--- config.mk ---
export PLATFORM = sky130hd
export DESIGN_NAME = store_buffer_flat
export DESIGN_NICKNAME = d
export VERILOG_FILES = /design/src/rtl/store_buffer_if.sv /design/src/rtl/store_buffer.sv /design/src/flat_wrapper.sv
export SDC_FILE = /design/constraint.sdc
export NUM_CORES = 1
export LEC_CHECK = 0
export ABC_CLOCK_PERIOD_IN_PS = 3460
export CAP_MARGIN = 20
export CORE_MARGIN = 2
export CORE_UTILIZATION = 55
export CTS_CLUSTER_SIZE = 16
export DETAILED_ROUTE_END_ITERATION = 8
export DONT_BUFFER_PORTS = 1
export PLACE_DENSITY_LB_ADDON = 0.12
export SYNTH_ARGS = -nofsm -noshare
export SYNTH_HDL_FRONTEND = slang
export SYNTH_SLANG_ARGS = --single-unit
export TNS_END_PERCENT = 100
--- constraint.sdc ---
create_clock -name clk -period 3.46 [get_ports clk]
set_input_delay 0.346 -clock clk [delete_from_list [all_inputs] [get_ports clk]]
set_output_delay 0.346 -clock clk [all_outputs]
set_load 0.02 [all_outputs]
--- src/rtl/store_buffer_if.sv ---
// Bundles the pipeline-side store/load handshake and the data-memory port
// of the store buffer. The buffer connects through the slave modport.
interface store_buffer_if;
   logic        st_valid;
   logic [31:0] st_addr;
   logic [31:0] st_data;
   logic [2:0]  st_mode;
   logic [31:0] st_pc;
   logic        st_ready;

   logic        ld_req;
   logic [31:0] ld_addr;
   logic [2:0]  ld_mode;
   logic [31:0] ld_pc;
   logic        ld_stall;

   logic        fwd_valid;
   logic [31:0] fwd_data;

   logic [31:0] dm_read_addr;
   logic [31:0] dm_write_addr;
   logic [31:0] dm_write_data;
   logic        dm_write_enable;
   logic [2:0]  dm_mode;
   logic [31:0] dm_curr_pc;

   logic        empty;

   modport master (
      output st_valid, st_addr, st_data, st_mode, st_pc,
      output ld_req, ld_addr, ld_mode, ld_pc,
      input  st_ready, ld_stall, fwd_valid, fwd_data,
      input  dm_read_addr, dm_write_addr, dm_write_data, dm_write_enable,
      input  dm_mode, dm_curr_pc, empty
   );

   modport slave (
      input  st_valid, st_addr, st_data, st_mode, st_pc,
      input  ld_req, ld_addr, ld_mode, ld_pc,
      output st_ready, ld_stall, fwd_valid, fwd_data,
      output dm_read_addr, dm_write_addr, dm_write_data, dm_write_enable,
      output dm_mode, dm_curr_pc, empty
   );
endinterface

--- src/rtl/store_buffer.sv ---
// In-order store queue between the MEM stage and data memory. Stores retire
// one per cycle whenever the memory port is not claimed by a load; loads that
// overlap a pending store word are stalled until it retires.
// Optional macro STORE_BUF_FORWARD_EN: aligned word loads hitting a youngest
// aligned word store are served by forwarding instead of stalling.
// Access-mode encoding: NONE=0, W=1, H=2, HU=3, B=4, BU=5.
module store_buffer #(
   parameter int DEPTH = 4,
   parameter int PTR_W = 2
) (
   input logic           clk,
   input logic           reset,
   store_buffer_if.slave bus
);
   localparam logic [2:0] DM_NONE = 3'd0;
   localparam logic [2:0] DM_W    = 3'd1;
   localparam logic [2:0] DM_H    = 3'd2;
   localparam logic [2:0] DM_B    = 3'd4;

   logic [31:0]      addr_q [DEPTH];
   logic [31:0]      addr_d [DEPTH];
   logic [31:0]      data_q [DEPTH];
   logic [31:0]      data_d [DEPTH];
   logic [2:0]       mode_q [DEPTH];
   logic [2:0]       mode_d [DEPTH];
   logic [31:0]      pc_q   [DEPTH];
   logic [31:0]      pc_d   [DEPTH];
   logic [PTR_W-1:0] head_q, head_d, tail_q, tail_d;
   logic [PTR_W:0]   count_q, count_d;

   logic             full, is_empty, hazard, fwd_ok, stall, drain, push;
   logic [PTR_W-1:0] idx;
`ifdef STORE_BUF_FORWARD_EN
   logic [PTR_W-1:0] yng_idx;
`endif

   // Scan occupied entries oldest-to-youngest for a word overlap with the load
   always_comb begin
      idx    = '0;
      hazard = 1'b0;
`ifdef STORE_BUF_FORWARD_EN
      yng_idx = head_q;
`endif
      for (int k = 0; k < DEPTH; k++) begin
         idx = head_q + PTR_W'(k);
         if (((PTR_W+1)'(k) < count_q) && (addr_q[idx][31:2] == bus.ld_addr[31:2])) begin
            hazard = bus.ld_req;
`ifdef STORE_BUF_FORWARD_EN
            yng_idx = idx;
`endif
         end
      end
   end

   // Stall / forward / drain decisions; reset suppresses every action
   always_comb begin
      full     = (count_q == (PTR_W+1)'(DEPTH));
      is_empty = (count_q == '0);
`ifdef STORE_BUF_FORWARD_EN
      fwd_ok = hazard && (bus.ld_mode == DM_W) && (bus.ld_addr[1:0] == 2'b00) &&
               (mode_q[yng_idx] == DM_W) && (addr_q[yng_idx][1:0] == 2'b00);
`else
      fwd_ok = 1'b0;
`endif
      // A full queue always stalls the load so stores can make progress
      stall = !reset && bus.ld_req && ((hazard && !fwd_ok) || full);
      drain = !reset && !is_empty && (!bus.ld_req || stall);
      push  = !reset && bus.st_valid && !full &&
              ((bus.st_mode == DM_W) || (bus.st_mode == DM_H) || (bus.st_mode == DM_B));
   end

   // Next queue state: push at tail, pop at head, count tracks the difference
   always_comb begin
      addr_d  = addr_q;
      data_d  = data_q;
      mode_d  = mode_q;
      pc_d    = pc_q;
      head_d  = head_q;
      tail_d  = tail_q;
      count_d = count_q;
      if (push) begin
         addr_d[tail_q] = bus.st_addr;
         data_d[tail_q] = bus.st_data;
         mode_d[tail_q] = bus.st_mode;
         pc_d[tail_q]   = bus.st_pc;
         tail_d         = tail_q + 1'b1;
      end
      if (drain) begin
         head_d = head_q + 1'b1;
      end
      case ({push, drain})
         2'b10:   count_d = count_q + 1'b1;
         2'b01:   count_d = count_q - 1'b1;
         default: count_d = count_q;
      endcase
   end

   // Queue state registers; reset empties the queue and clears storage
   always_ff @(posedge clk) begin
      if (reset) begin
         head_q  <= '0;
         tail_q  <= '0;
         count_q <= '0;
         for (int i = 0; i < DEPTH; i++) begin
            addr_q[i] <= '0;
            data_q[i] <= '0;
            mode_q[i] <= '0;
            pc_q[i]   <= '0;
         end
      end else begin
         head_q  <= head_d;
         tail_q  <= tail_d;
         count_q <= count_d;
         addr_q  <= addr_d;
         data_q  <= data_d;
         mode_q  <= mode_d;
         pc_q    <= pc_d;
      end
   end

   // Memory port and pipeline-facing outputs; head entry owns the port while draining
   always_comb begin
      bus.st_ready        = reset || !full;
      bus.empty           = reset || is_empty;
      bus.ld_stall        = stall;
      bus.fwd_valid       = !reset && bus.ld_req && fwd_ok && !full;
      bus.fwd_data        = bus.fwd_valid ? data_q[yng_sel()] : 32'h0;
      bus.dm_read_addr    = bus.ld_addr;
      bus.dm_write_enable = drain;
      bus.dm_write_addr   = addr_q[head_q];
      bus.dm_write_data   = data_q[head_q];
      bus.dm_mode         = (!reset && bus.ld_req) ? bus.ld_mode : DM_NONE;
      bus.dm_curr_pc      = bus.ld_pc;
      if (drain) begin
         bus.dm_mode    = mode_q[head_q];
         bus.dm_curr_pc = pc_q[head_q];
      end
   end

   // Entry index supplying forwarded data (youngest match when forwarding exists)
   function automatic logic [PTR_W-1:0] yng_sel();
`ifdef STORE_BUF_FORWARD_EN
      return yng_idx;
`else
      return head_q;
`endif
   endfunction
endmodule

--- src/flat_wrapper.sv ---
// flat-port wrapper written by rule: the top's interface ports become plain ports
module store_buffer_flat 
#(
   parameter int DEPTH = 4,
   parameter int PTR_W = 2
)
  (clk, reset, bus_st_valid, bus_st_addr, bus_st_data, bus_st_mode, bus_st_pc, bus_ld_req, bus_ld_addr, bus_ld_mode, bus_ld_pc, bus_st_ready, bus_ld_stall, bus_fwd_valid, bus_fwd_data, bus_dm_read_addr, bus_dm_write_addr, bus_dm_write_data, bus_dm_write_enable, bus_dm_mode, bus_dm_curr_pc, bus_empty);
  store_buffer_if bus_i ();
  input logic clk;
  input logic reset;
  input wire logic [$bits(bus_i.st_valid)-1:0] bus_st_valid;
  input wire logic [$bits(bus_i.st_addr)-1:0] bus_st_addr;
  input wire logic [$bits(bus_i.st_data)-1:0] bus_st_data;
  input wire logic [$bits(bus_i.st_mode)-1:0] bus_st_mode;
  input wire logic [$bits(bus_i.st_pc)-1:0] bus_st_pc;
  input wire logic [$bits(bus_i.ld_req)-1:0] bus_ld_req;
  input wire logic [$bits(bus_i.ld_addr)-1:0] bus_ld_addr;
  input wire logic [$bits(bus_i.ld_mode)-1:0] bus_ld_mode;
  input wire logic [$bits(bus_i.ld_pc)-1:0] bus_ld_pc;
  output wire logic [$bits(bus_i.st_ready)-1:0] bus_st_ready;
  output wire logic [$bits(bus_i.ld_stall)-1:0] bus_ld_stall;
  output wire logic [$bits(bus_i.fwd_valid)-1:0] bus_fwd_valid;
  output wire logic [$bits(bus_i.fwd_data)-1:0] bus_fwd_data;
  output wire logic [$bits(bus_i.dm_read_addr)-1:0] bus_dm_read_addr;
  output wire logic [$bits(bus_i.dm_write_addr)-1:0] bus_dm_write_addr;
  output wire logic [$bits(bus_i.dm_write_data)-1:0] bus_dm_write_data;
  output wire logic [$bits(bus_i.dm_write_enable)-1:0] bus_dm_write_enable;
  output wire logic [$bits(bus_i.dm_mode)-1:0] bus_dm_mode;
  output wire logic [$bits(bus_i.dm_curr_pc)-1:0] bus_dm_curr_pc;
  output wire logic [$bits(bus_i.empty)-1:0] bus_empty;
  assign bus_i.st_valid = bus_st_valid;
  assign bus_i.st_addr = bus_st_addr;
  assign bus_i.st_data = bus_st_data;
  assign bus_i.st_mode = bus_st_mode;
  assign bus_i.st_pc = bus_st_pc;
  assign bus_i.ld_req = bus_ld_req;
  assign bus_i.ld_addr = bus_ld_addr;
  assign bus_i.ld_mode = bus_ld_mode;
  assign bus_i.ld_pc = bus_ld_pc;
  assign bus_st_ready = bus_i.st_ready;
  assign bus_ld_stall = bus_i.ld_stall;
  assign bus_fwd_valid = bus_i.fwd_valid;
  assign bus_fwd_data = bus_i.fwd_data;
  assign bus_dm_read_addr = bus_i.dm_read_addr;
  assign bus_dm_write_addr = bus_i.dm_write_addr;
  assign bus_dm_write_data = bus_i.dm_write_data;
  assign bus_dm_write_enable = bus_i.dm_write_enable;
  assign bus_dm_mode = bus_i.dm_mode;
  assign bus_dm_curr_pc = bus_i.dm_curr_pc;
  assign bus_empty = bus_i.empty;
  store_buffer #(.DEPTH(DEPTH), .PTR_W(PTR_W)) u_core (.clk(clk), .reset(reset), .bus(bus_i));
endmodule
* Word level (Yosys, flattened, before mapping)
Index checks and enable logic that the tools add are counted. Widths: inputs -> output; s select.
Word-level totals: bits in registers 403, input bits 170, output and inout bits 168, logic and storage cells 111
Cells by class: add/sub/neg operators 6, order comparisons 10, equal/unequal tests 10, mux-type cells 37, bitwise gates (word level) 5, reductions and logical operators 24
Operators with widths (number):
- $mux 32 | 14
- $bmux 32 s2 | 6
- $bwmux 128 | 3
- $eq 30x30->1 | 4
- $demux 32 s2 | 1
- $ge 3x3->1 const B | 5
- $mux 3 | 5
- $not 2->3 | 5
- $bwmux 12 | 1
- $logic_and 1x1->1 | 12
- $bmux 3 s2 | 1
- $demux 3 s2 | 1
- $eq 3x3->1 const B | 2
- $logic_or 1x1->1 | 6
- $lt 1x3->1 const A | 2
- $lt 2x3->1 const A | 2
- $pmux 3 s2 | 1
- $add 2x1->2 const B | 2
- $add 2x2->2 const B | 2
- $logic_not 1->1 | 4
- $mux 1 | 4
- $add 3x1->3 const B | 1
- $eq 3x1->1 const B | 1
- $eq 3x2->1 const B | 1
- 6 further kinds | 6

* Longest topological paths before layout
Gate-level depths: netlist of run 1.
depth in word-level cells 16, gate-level depth with buffers 18, mapped depth without buffers 13

* Worst setup path after synthesis of run 1
OpenSTA, ideal clock, no wires.
path type reg2reg, from register u_core.head_q[1], to register u_core.count_q[2], library setup time 0.070 ns, data arrival time 3.670 ns, path slack -0.280 ns, stages on the path, launching flop included 17, clock period less this slack 3.740 ns, path through dfxtp_1 buf_4 buf_2 clkbuf_1 mux4_2 xnor2_1 nand4_1 nor4_1 nand4_1 o211a_1 a31o_1 buf_6 buf_6 inv_1 ha_1 or3_1 a21oi_1
On the way: cells in the longest elaborated chain, start to end 16, elaborated cells between the ends (all ways) 39
RTL lines:
- start, declared | RTL line store_buffer.sv:28 | logic [PTR_W-1:0] head_q, head_d, tail_q, tail_d;
- start signal, assigned | RTL line store_buffer.sv:101 | head_q <= '0;
- start signal, assigned | RTL line store_buffer.sv:111 | head_q <= head_d;
- $not 2->3 *
- $bmux 32 s2 *
- $mux 32 * (2 in a row)
- named net bus_dm_write_addr[7] | RTL line flat_wrapper.sv:25 | output wire logic [$bits(bus_i.dm_write_addr)-1:0] bus_dm_write_addr;
- $eq 30x30->1 * | RTL line store_buffer.sv:46 | if (((PTR_W+1)'(k) < count_q) && (addr_q[idx][31:2] == bus.ld_addr[31:2])) begin
- $logic_and 1x1->1 * | RTL line store_buffer.sv:46
- $mux 1 * (4 in a row) | RTL line store_buffer.sv:46
- $logic_or 1x1->1 * | RTL line store_buffer.sv:66 | stall = !reset && bus.ld_req && ((hazard && !fwd_ok) || full);
- $logic_and 1x1->1 * | RTL line store_buffer.sv:66
- $logic_or 1x1->1 * | RTL line store_buffer.sv:67 | drain = !reset && !is_empty && (!bus.ld_req || stall);
- $logic_and 1x1->1 * | RTL line store_buffer.sv:67
- named net bus_dm_write_enable | RTL line flat_wrapper.sv:27 | output wire logic [$bits(bus_i.dm_write_enable)-1:0] bus_dm_write_enable;
- $eq 2x1->1 or $eq 2x2->1 (tied branches) | RTL line store_buffer.sv:91 | case ({push, drain})
- $pmux 3 s2 or $reduce_bool 2->1 (tied branches)
- end signal, assigned | RTL line store_buffer.sv:113 | count_q <= count_d;
- end, declared | RTL line store_buffer.sv:29 | logic [PTR_W:0] count_q, count_d;
Mark *: on every way through the listed nets, which the timed path passes. The rest lies on a longest branch. The select of a mux whose other input is x is not followed. A chain may end at the register's enable or synchronous reset.

* Worst setup path in the final report of run 1
from register u_core.head_q[0], to output port bus_dm_curr_pc[22]
On the way: cells in the longest elaborated chain, start to end 15, elaborated cells between the ends (all ways) 39
RTL lines:
- $add 2x1->2 or $not 2->3 (tied branches) | RTL line store_buffer.sv:45, store_buffer.sv:46, store_buffer.sv:136
- $not 2->3 (implied by the code) or $bmux 32 s2 (tied branches) | RTL line store_buffer.sv:46
- $bmux 32 s2 or $mux 32 (tied branches) | RTL line store_buffer.sv:46
- $mux 32 (implied by the code) | RTL line store_buffer.sv:46
- $mux 32 (implied by the code) or $eq 30x30->1 (tied branches) | RTL line store_buffer.sv:46
- $eq 30x30->1 or $logic_and 1x1->1 (tied branches) | RTL line store_buffer.sv:46
- $logic_and 1x1->1 or $mux 1 (tied branches) | RTL line store_buffer.sv:46
- $mux 1 (3 in a row) | RTL line store_buffer.sv:46
- $logic_or 1x1->1 | RTL line store_buffer.sv:66
- $logic_and 1x1->1 | RTL line store_buffer.sv:66
- $logic_or 1x1->1 | RTL line store_buffer.sv:67
- $logic_and 1x1->1 | RTL line store_buffer.sv:67
- $mux 32 * | RTL line store_buffer.sv:134 | if (drain) begin
- end, declared | RTL line flat_wrapper.sv:29 | output wire logic [$bits(bus_i.dm_curr_pc)-1:0] bus_dm_curr_pc;
Mark *: on every way between the ends. The rest lies on a longest branch, timed or not. The select of a mux whose other input is x is not followed.

==> results of run 1 <==
-- cell usage in the layout (no fill, tap or decap), types with 3 or more instances in the layout --
cell type / instances
nand2_4: 4
buf_6: 7
bufinv_16: 6
dlygate4sd3_1: 276
clkbuf_16: 45
nor4_2: 4
clkbuf_8: 12
xor2_1: 32
nand3_1: 5
xnor2_1: 71
mux2_2: 11
o31ai_1: 3
o2bb2ai_1: 3
nand2_1: 808
mux2i_1: 84
clkinvlp_4: 4
o22ai_1: 9
dfxtp_1: 401
ha_1: 8
nor2_1: 13
o21ai_0: 10
and3_1: 3
nor2b_1: 4
buf_4: 147
nand4_1: 20
o221ai_1: 5
a22oi_1: 4
mux4_2: 137
conb_1: 33
o211ai_1: 5
mux2_4: 27
nor3_1: 3
clkinv_2: 11
a211oi_1: 5
inv_1: 18
nor4_1: 9
a21oi_1: 413
and2_4: 4
buf_12: 21
and2_1: 3
-- stage by stage --
step	hold WS (ns)	util, %	instance area [um^2]	total power, W	worst slack (ns)
6_report	0.00982	70.8	26800	0.0125	-0.786
3_3_place_gp	0.434	58.3	22100	0.00720	-0.236
3_5_place_dp	0.438	58.3	22100	0.00722	-0.239
4_1_cts	0.0107	70.3	26600	0.0125	-0.768
2_1_floorplan	0.433	-	21400	0.00672	0.00110
5_1_grt	0.0269	70.8	26800	0.0129	-0.874
-- routing by layer --
metal	up-vias	GRT usage [%]	wire (um)
li1	8786	-	-
met1	9372	41.1	26900
met2	945	58.1	34400
met3	204	7.63	5980
met4	2	17.0	3340
met5	-	0	13
-- power breakdown --
| group | total [W] | internal [W] | switching (W) |
|---|---|---|---|
| registers | 0.00480 | 0.00471 | 0.0000875 |
| logic | 0.00260 | 0.00122 | 0.00138 |
| clock network | 0.00508 | 0.00305 | 0.00203 |
| total | 0.0125 | 0.00899 | 0.00350 |
-- flip-flops by register name, indices dropped and copies added, names as in the netlist --
name,flops
u_core.pc_q,128
u_core.mode_q,12
u_core.addr_q,128
u_core.data_q,128
u_core.head_q,2
u_core.tail_q,2
u_core.count_q,3
-- worst max-delay path, delay by kind of cell (launching register included) --
family | cells | cell delay, ns
flops | 1 | 0.39
mux | 2 | 0.86
simple gates | 3 | 0.89
buf+inv | 3 | 0.48
compound gates | 2 | 0.45
xor+xnor | 1 | 0.20
-- layout make-up --
| type | count | area, um^2 |
|---|---|---|
| multi-input combinational | 1782 | 12000 |
| clock buffer | 57 | 1270 |
| clock inverter | 23 | 313 |
| timing repair buffer | 454 | 4430 |
| sequential | 403 | 8080 |
| tap | 511 | 639 |
| fill | 2902 | 11100 |
| inverter | 20 | 78.8 |
-- what timing repair did --
action / 4_1_cts / 5_1_grt
endpoints found under the hold margin: 402 / 0
hold buffers: 277 / 0
cloned: 1 / 2
setup endpoints to repair: 41 / 45
buffers inserted: 3 / 6
pin swaps: 2 / 10
gates resized for setup: 14 / 26
-- worst paths after layout --
check	endpoint	slack, ns
max reg2reg	u_core.count_q[2]	-0.32
max	bus_dm_curr_pc[22]	-0.79
min	u_core.head_q[1]	0.01
min reg2reg	u_core.pc_q[82]	0.45
-- kinds of logic (layout without fill, tap and decap cells) --
family	Yosys count	in the layout	share of synthesized area (%)
fa+ha+maj	9	9	0.531
simple gates	890	890	16.5
xor+xnor	107	107	4.41
flops	403	403	38.0
buf+inv	285	554	7.14
mux	265	265	21.4
other cells	1	33	0.0177
compound gates	478	478	12.0
==> results.json, run 1 <==
{
  "synthTopCellsByCount": "nand2_1 (812), a21oi_1 (414), dfxtp_1 (403), clkbuf_1 (150), mux4_2 (136)",
  "rsz0062_at_grt": "yes",
  "port_buffers": 0,
  "async_reset_ff_share_pct": 0,
  "start_util_pct": 56.1,
  "path_max_fanout": 11,
  "outcome": "complete, but fails checks",
  "clkTransAtPathRegs_ns": 0.06,
  "r2r_start": "u_core.head_q[0]",
  "synth.distinct_cells": 58,
  "drt_iter0_drc": 1690,
  "drive_gt1_share_pct": 17.1,
  "layout_min_cycle_time_ns": 4.25,
  "wirelength_mm": 70.7,
  "skew_ns": 0.0281,
  "antenna_found_initial": 1,
  "die_y_um": 200,
  "setup_viol_count_final": 40,
  "finalSetupTns_ns": -29.13,
  "clock_sinks": 403,
  "failed_checks": "setup timing",
  "die_width_um": 200,
  "end_kind": "output pin",
  "syn_area_per_cell_um2": 8.71,
  "min_period_over_period_pct": 123,
  "grt_max_degree": 230,
  "cap_viol_max_count": 0,
  "whs_path_depth": 2,
  "ir_worst_vdd_v": 0.000429,
  "grt_overflow": 0,
  "cts_buffers": 43,
  "synth_area_leaders": "dfxtp_1 (38%), mux4_2 (14%), nand2_1 (14%)",
  "grt_pass1_wl_mm": 109,
  "power.density_mw_per_mm2": 466,
  "drc_errors": 0,
  "core_mm2": 0.0378,
  "grt_pass1_vias": 19600,
  "cp-start-kind": "flop",
  "die_area_mm2": 0.0402,
  "track_usage_pct": 34.2,
  "ys_warn_count": 0,
  "via_count": 19300,
  "crit_type": "flop to output pin",
  "first_pass_iters": 7,
  "io_pins": 338,
  "syn_inst": 2438,
  "cts_tree": "yes",
  "yosysMostFrequentCell": "nand2_1",
  "required_ns": 3.11,
  "max_freq_mhz": 235,
  "cts_root_buf": "clkbuf_16",
  "final_cells": 3250,
  "cp.arrival_ns": 3.90,
  "cts_buffer_depth": 3,
  "hold_viol_final": 0,
  "wl_per_cell_um": 21.7,
  "htreeDepth": 2,
  "yosysSeqAreaShare_pct": 38.0,
  "synth-edff-count": 0,
  "detailed_place_hpwl_mm": 43.0,
  "slew_headroom_pct": 38.9,
  "drv_slew": 0,
  "worstRegToRegCells": 15,
  "gp_congestion": 1.01,
  "synth_flop_cell": "dfxtp_1",
  "netlist_area_mm2": 0.0212,
  "nets": 2883,
  "syn_to_final_growth_pct": 26.2,
  "leakagePower_nw": 9.79,
  "viasPerCell": 5.94,
  "tightest_slew_ns": 0.891,
  "ys_seq_elements": 403,
  "cp_slowest_stage_delay_ns": 0.52,
  "yosysTopAreaCellShare_pct": 38.0,
  "crit_chain": "buf_12 > mux4_2 > xor2_2 > nor4_2 > nand4_1 > nor4_2 > buf_4 > a32oi_4 > a31o_4 > buf_12 > mux2_4",
  "hp-class": "input port to flop",
  "cp_slowest_cell": "mux4_2",
  "hold_start": "bus_ld_req",
  "postRouteAntennaNets": 0,
  "clk_latency_ns": 0.59,
  "diodes": 0,
  "core.rowCount": 71,
  "startpoint": "u_core.head_q[0]",
  "numPlacedInstances": 2882,
  "setup_ws_ns": -0.786,
  "synth_area_leader_cell": "dfxtp_1"
}
Note: power is estimated with default switching activity, not from simulation.
==> run 2: changes to the inputs <==
PLACE_DENSITY = 0.73   (was default)
PLACE_DENSITY_LB_ADDON = default   (was 0.12)
==> run 2 against run 1 <==
  * The flow still finishes with violations (setup timing)
  * Sequential share of layout area rose by 0.052 points
  * Sequential power barely moved
  * Count of clock-buffer cells in the layout rose by 4
  * Non-clock buffer count up 1
  * Worst setup slack got worse by 0.083 ns
  * Critical path type unchanged
  * Largest cell class unchanged
  * Highest routed layer is now met4
==> results.json, run 2 (synthesis results as in run 1) <==
{
  "outcome": "complete, but fails checks",
  "htreeDepth": 2,
  "cts_root_buf": "clkbuf_16",
  "diodes": 0,
  "slew_headroom_pct": 47.6,
  "cts_tree": "yes",
  "drv_slew": 0,
  "grt_pass1_vias": 20500,
  "detailed_place_hpwl_mm": 42.4,
  "io_pins": 338,
  "clkTransAtPathRegs_ns": 0.07,
  "skew_ns": 0.0192,
  "grt_pass1_wl_mm": 113,
  "tightest_slew_ns": 0.786,
  "final_cell_mix": "nand2_1 (808), a21oi_1 (413), dfxtp_1 (401)",
  "hp-class": "input port to flop",
  "numPlacedInstances": 2867,
  "antenna_found_initial": 0,
  "required_ns": 3.11,
  "top_regs": "u_core.addr_q (128), u_core.data_q (128), u_core.pc_q (128)",
  "first_pass_iters": 6,
  "ir_worst_vdd_v": 0.000446,
  "finalSetupTns_ns": -32.32,
  "final_cells": 3246,
  "cts_buffers": 43,
  "gp_congestion": 1.06,
  "p_clk_share_pct": 38.7,
  "failed_checks": "setup timing",
  "rsz0062_at_grt": "yes",
  "grt_max_degree": 231,
  "core.rowCount": 71,
  "p_sw_w": 0.00351,
  "drc_errors": 0,
  "grt_overflow": 0,
  "start_util_pct": 56.1,
  "min_period_over_period_pct": 125,
  "via_count": 20200,
  "comb_power_share_pct": 21.5,
  "end_kind": "output pin",
  "wl_per_cell_um": 23.1,
  "nets": 2885,
  "cp.arrival_ns": 3.98,
  "cts_buffer_depth": 3,
  "syn_to_final_growth_pct": 26.0,
  "core_mm2": 0.0378,
  "fin_area_mm2": 0.0267,
  "power.density_mw_per_mm2": 452,
  "leakagePower_nw": 9.77,
  "die_y_um": 200,
  "setup_ws_ns": -0.870,
  "hold_viol_final": 0,
  "hold_ws_ns": 0.0344,
  "drt_iter0_drc": 2172,
  "crit_type": "flop to output pin",
  "die_area_mm2": 0.0402,
  "port_buffers": 0,
  "postRouteAntennaNets": 0,
  "setup_viol_count_final": 41,
  "cp-start-kind": "flop",
  "seq_power_share_pct": 39.8,
  "clock_sinks": 403,
  "postPlaceCellArea_mm2": 0.0220,
  "final_util_pct": 70.7,
  "viasPerCell": 6.23,
  "clk_latency_ns": 0.59,
  "nFillCells": 2696,
  "drive_gt1_share_pct": 16.7,
  "wirelength_mm": 74.9,
  "switching_share_pct": 29.0,
  "cap_viol_max_count": 0,
  "final_common_cell": "nand2_1",
  "max_freq_mhz": 231,
  "layout_min_cycle_time_ns": 4.33,
  "p_int_w": 0.00858,
  "track_usage_pct": 35.3,
  "die_width_um": 200,
  "path_max_fanout": 15
}
==> run 2: cell types whose count changed in the layout (fill, tap and decap cells not counted), moves of 3 or more <==
cell           before  now
clkbuf_1            1    9
clkbuf_8           12    8
dlygate4sd3_1     276  279
buf_6               7   12
clkinv_2           11    5
bufinv_16           6    2
buf_4             147  137
==> run 2: area by class of cell <==
type	count	area (um^2)	share of cell area, %
Clock inverter	13	149	0.557
Timing Repair Buffer	455	4520	16.9
Clock buffer	61	1240	4.66
Tap cell	511	639	2.39
Inverter	20	78.8	0.295
Sequential cell	403	8080	30.2
Multi-Input combinational cell	1783	12000	45.0
==> run 2: path summary, 6_finish.rpt <==
kind	from	depth (start not counted)	slack (ns)	end
worst min register to register	u_core.pc_q[114]	2	0.45	u_core.pc_q[114]
worst min-delay path	bus_ld_req	2	0.03	u_core.head_q[1]
worst max register to register	u_core.head_q[0]	16	-0.49	u_core.count_q[2]
worst max-delay path	u_core.head_q[0]	13	-0.87	bus_dm_mode[1]
==> run 2: repair_timing <==
action	in CTS	in global routing
cloned	1	3
hold buffers	280	0
setup buffers	12	9
hold endpoints to repair	402	0
gates resized for setup	19	31
pin swaps	9	10
endpoints found under the setup margin	42	66
==> run 2: layer usage <==
metal	vias up	wire, um	GRT usage [%]
met5	-	0	0
met4	0	4030	20.2
met3	277	7420	6.90
met2	1328	36300	60.1
met1	9819	27200	41.7
li1	8807	-	-
==> run 2: worst max-delay path, stage by stage, from the launching register on <==
cell and delay (ns):
dfxtp_4 0.38, buf_4 0.12, buf_12 0.11, buf_12 0.16
mux4_2 0.52, xnor2_1 0.26, nand4_1 0.18, nor4_2 0.33
nand4_1 0.15, o211a_1 0.29, a31o_4 0.33, clkbuf_16 0.20
o22ai_4 0.20, buf_6 0.15
==> run 2: stage by stage <==
| step | worst slack, ns | total power [W] |
|---|---|---|
| after floorplan | 0.00110 | 0.00672 |
| after global placement | -0.339 | 0.00714 |
| after detailed placement | -0.314 | 0.00716 |
| after CTS | -0.831 | 0.0119 |
| after global routing | -0.920 | 0.0124 |
| final | -0.870 | 0.0121 |
==> run 2: power by group through the flow <==
stage / Sequential [W] / Combinational, W / Clock, W
6_report: 0.00481 / 0.00261 / 0.00467
5_1_grt: 0.00481 / 0.00273 / 0.00483
4_1_cts: 0.00480 / 0.00249 / 0.00464
3_5_place_dp: 0.00491 / 0.00225 / 0
3_3_place_gp: 0.00490 / 0.00224 / 0
2_1_floorplan: 0.00484 / 0.00187 / 0
==> run 3: changes to the inputs <==
CTS_BUF_LIST = sky130_fd_sc_hd__clkbuf_8   (was default)
==> run 3 against run 2 <==
  * The flow still finishes with violations (setup timing)
  * Total power is 2.8% lower
  * First-iteration DRC count is 7.2% lower
  * Critical endpoint is now bus_dm_curr_pc[9]
  * Global-route usage is 0.22 points higher
  * Maximum frequency hardly changed
  * Worst hold slack better by 0.014 ns
  * Design area is 1.5% lower
  * Sequential share of layout area is 0.45 points higher
  * Worst setup slack hardly changed
  * Non-clock buffer count is 21 lower
  * Final cell count is 0.80% higher
  * Clock skew is 0.013 ns higher
==> results.json, run 3 (synthesis results as in run 1) <==
{
  "outcome": "complete, but fails checks",
  "failed_checks": "setup timing",
  "core_mm2": 0.0378,
  "finalSetupTns_ns": -31.95,
  "hold_viol_final": 0,
  "wl_per_cell_um": 22.4,
  "drv_slew": 0,
  "met3_wirelength_mm": 7.38,
  "top_regs": "u_core.addr_q (128), u_core.data_q (128), u_core.pc_q (128)",
  "slew_headroom_pct": 29.4,
  "cts_buffer_depth": 3,
  "ir_worst_vdd_v": 0.000378,
  "core.rowCount": 71,
  "cts_root_buf": "clkbuf_8",
  "detailed_place_hpwl_mm": 42.4,
  "first_pass_iters": 8,
  "syn_to_final_growth_pct": 24.1,
  "viasPerCell": 6.16,
  "diodes": 0,
  "drc_errors": 0,
  "clock_sinks": 403,
  "layout_min_cycle_time_ns": 4.33,
  "cap_viol_max_count": 0,
  "port_buffers": 0,
  "htreeDepth": 3,
  "path_max_fanout": 23,
  "antenna_found_initial": 1,
  "cp-start-kind": "flop",
  "end_kind": "output pin",
  "cp.arrival_ns": 3.98,
  "nets": 2893,
  "setup_ws_ns": -0.870,
  "min_period_over_period_pct": 125,
  "hp-class": "input port to flop",
  "cts_tree": "yes",
  "drt_iter0_drc": 2015,
  "dr_wl_met2_mm": 35.3,
  "io_pins": 338,
  "final_common_cell": "nand2_1",
  "required_ns": 3.11,
  "wirelength_mm": 73.2,
  "cts_buffers": 71,
  "skew_ns": 0.0320,
  "die_area_mm2": 0.0402,
  "track_usage_pct": 35.5,
  "power.density_mw_per_mm2": 446,
  "crit_type": "flop to output pin",
  "rsz0062_at_grt": "yes",
  "grt_pass1_wl_mm": 113,
  "numPlacedInstances": 2867,
  "postRouteAntennaNets": 0,
  "die_y_um": 200,
  "setup_viol_count_final": 40,
  "clkTransAtPathRegs_ns": 0.05,
  "grt_max_degree": 225,
  "max_freq_mhz": 231,
  "highest_layer": "met5",
  "via_count": 20200,
  "final_cell_mix": "nand2_1 (808), a21oi_1 (414), dfxtp_1 (401)",
  "grt_overflow": 0,
  "wl_met1_mm": 26.5,
  "leakagePower_nw": 9.73,
  "grt_pass1_vias": 20400,
  "start_util_pct": 56.1,
  "tightest_slew_ns": 1.06,
  "drive_gt1_share_pct": 17.0,
  "die_width_um": 200,
  "gp_congestion": 1.06,
  "clk_latency_ns": 0.66,
  "final_cells": 3272
}
run 3: changes by cell type in the layout (fill, tap and decap cells not counted), sizes merged:
cell / change
inv: +27
clkbuf: +20
buf: -10
dlygate4sd3: -9
clkinv: -2
and2: +1
clkinvlp: -1
run 3: where the power goes:
group	internal, W	switching, W	leakage (nW)
logic	0.00114	0.00135	5.67
registers	0.00471	0.000101	3.25
clock network	0.00235	0.00209	0.808
total	0.00821	0.00355	9.73
run 3: routing by layer:
metal,global-route usage [%],vias to the layer above
met1,41.6,9705
li1,-,8842
met4,18.5,2
met5,0,-
met2,60.0,1304
met3,9.24,308
run 3: critical path, stage by stage, from the launching register on:
cell,delay (ns)
dfxtp_4,0.44
buf_6,0.17
mux4_2,0.54
xor2_1,0.17
nor4_2,0.41
nand4_1,0.22
nor4_2,0.25
buf_4,0.15
a32oi_2,0.14
a31o_4,0.29
buf_12,0.18
mux2_4,0.36
run 3: path summary, 6_finish.rpt:
| kind | end | cells past startpoint | slack, ns | from |
|---|---|---|---|---|
| max | bus_dm_curr_pc[9] | 11 | -0.87 | u_core.head_q[0] |
| min reg2reg | u_core.data_q[11] | 2 | 0.45 | u_core.data_q[11] |
| max reg2reg | u_core.count_q[2] | 14 | -0.30 | u_core.head_q[0] |
| min | u_core.head_q[0] | 3 | 0.05 | bus_ld_req |
run 3: cell type report:
cell class / instances / area, um^2
multi-input combinational: 1784 / 12000
clock buffer: 83 / 1140
fill: 2726 / 11500
clock inverter: 37 / 251
sequential: 403 / 8080
tap: 511 / 639
inverter: 20 / 78.8
timing repair buffer: 434 / 4210
run 3: what timing repair did:
item                                    CTS  global route
cloned                                    0             2
pin swaps                                 0             6
resized for setup                        12             9
endpoints found under the hold margin   403             0
buffers inserted                          8             4
hold buffers                            271             0
endpoints found under the setup margin   42            79
run 3: stage by stage:
step	utilization, %	area, um^2	power (W)	hold WS (ns)	worst slack [ns]
after floorplan	-	21400	0.00672	0.433	0.00110
final	69.6	26300	0.0118	0.0485	-0.870
after global placement	58.1	22000	0.00714	0.433	-0.339
after CTS	69.4	26200	0.0117	0.00877	-0.851
after detailed placement	58.1	22000	0.00716	0.439	-0.314
after global routing	69.6	26300	0.0121	0.0552	-0.925
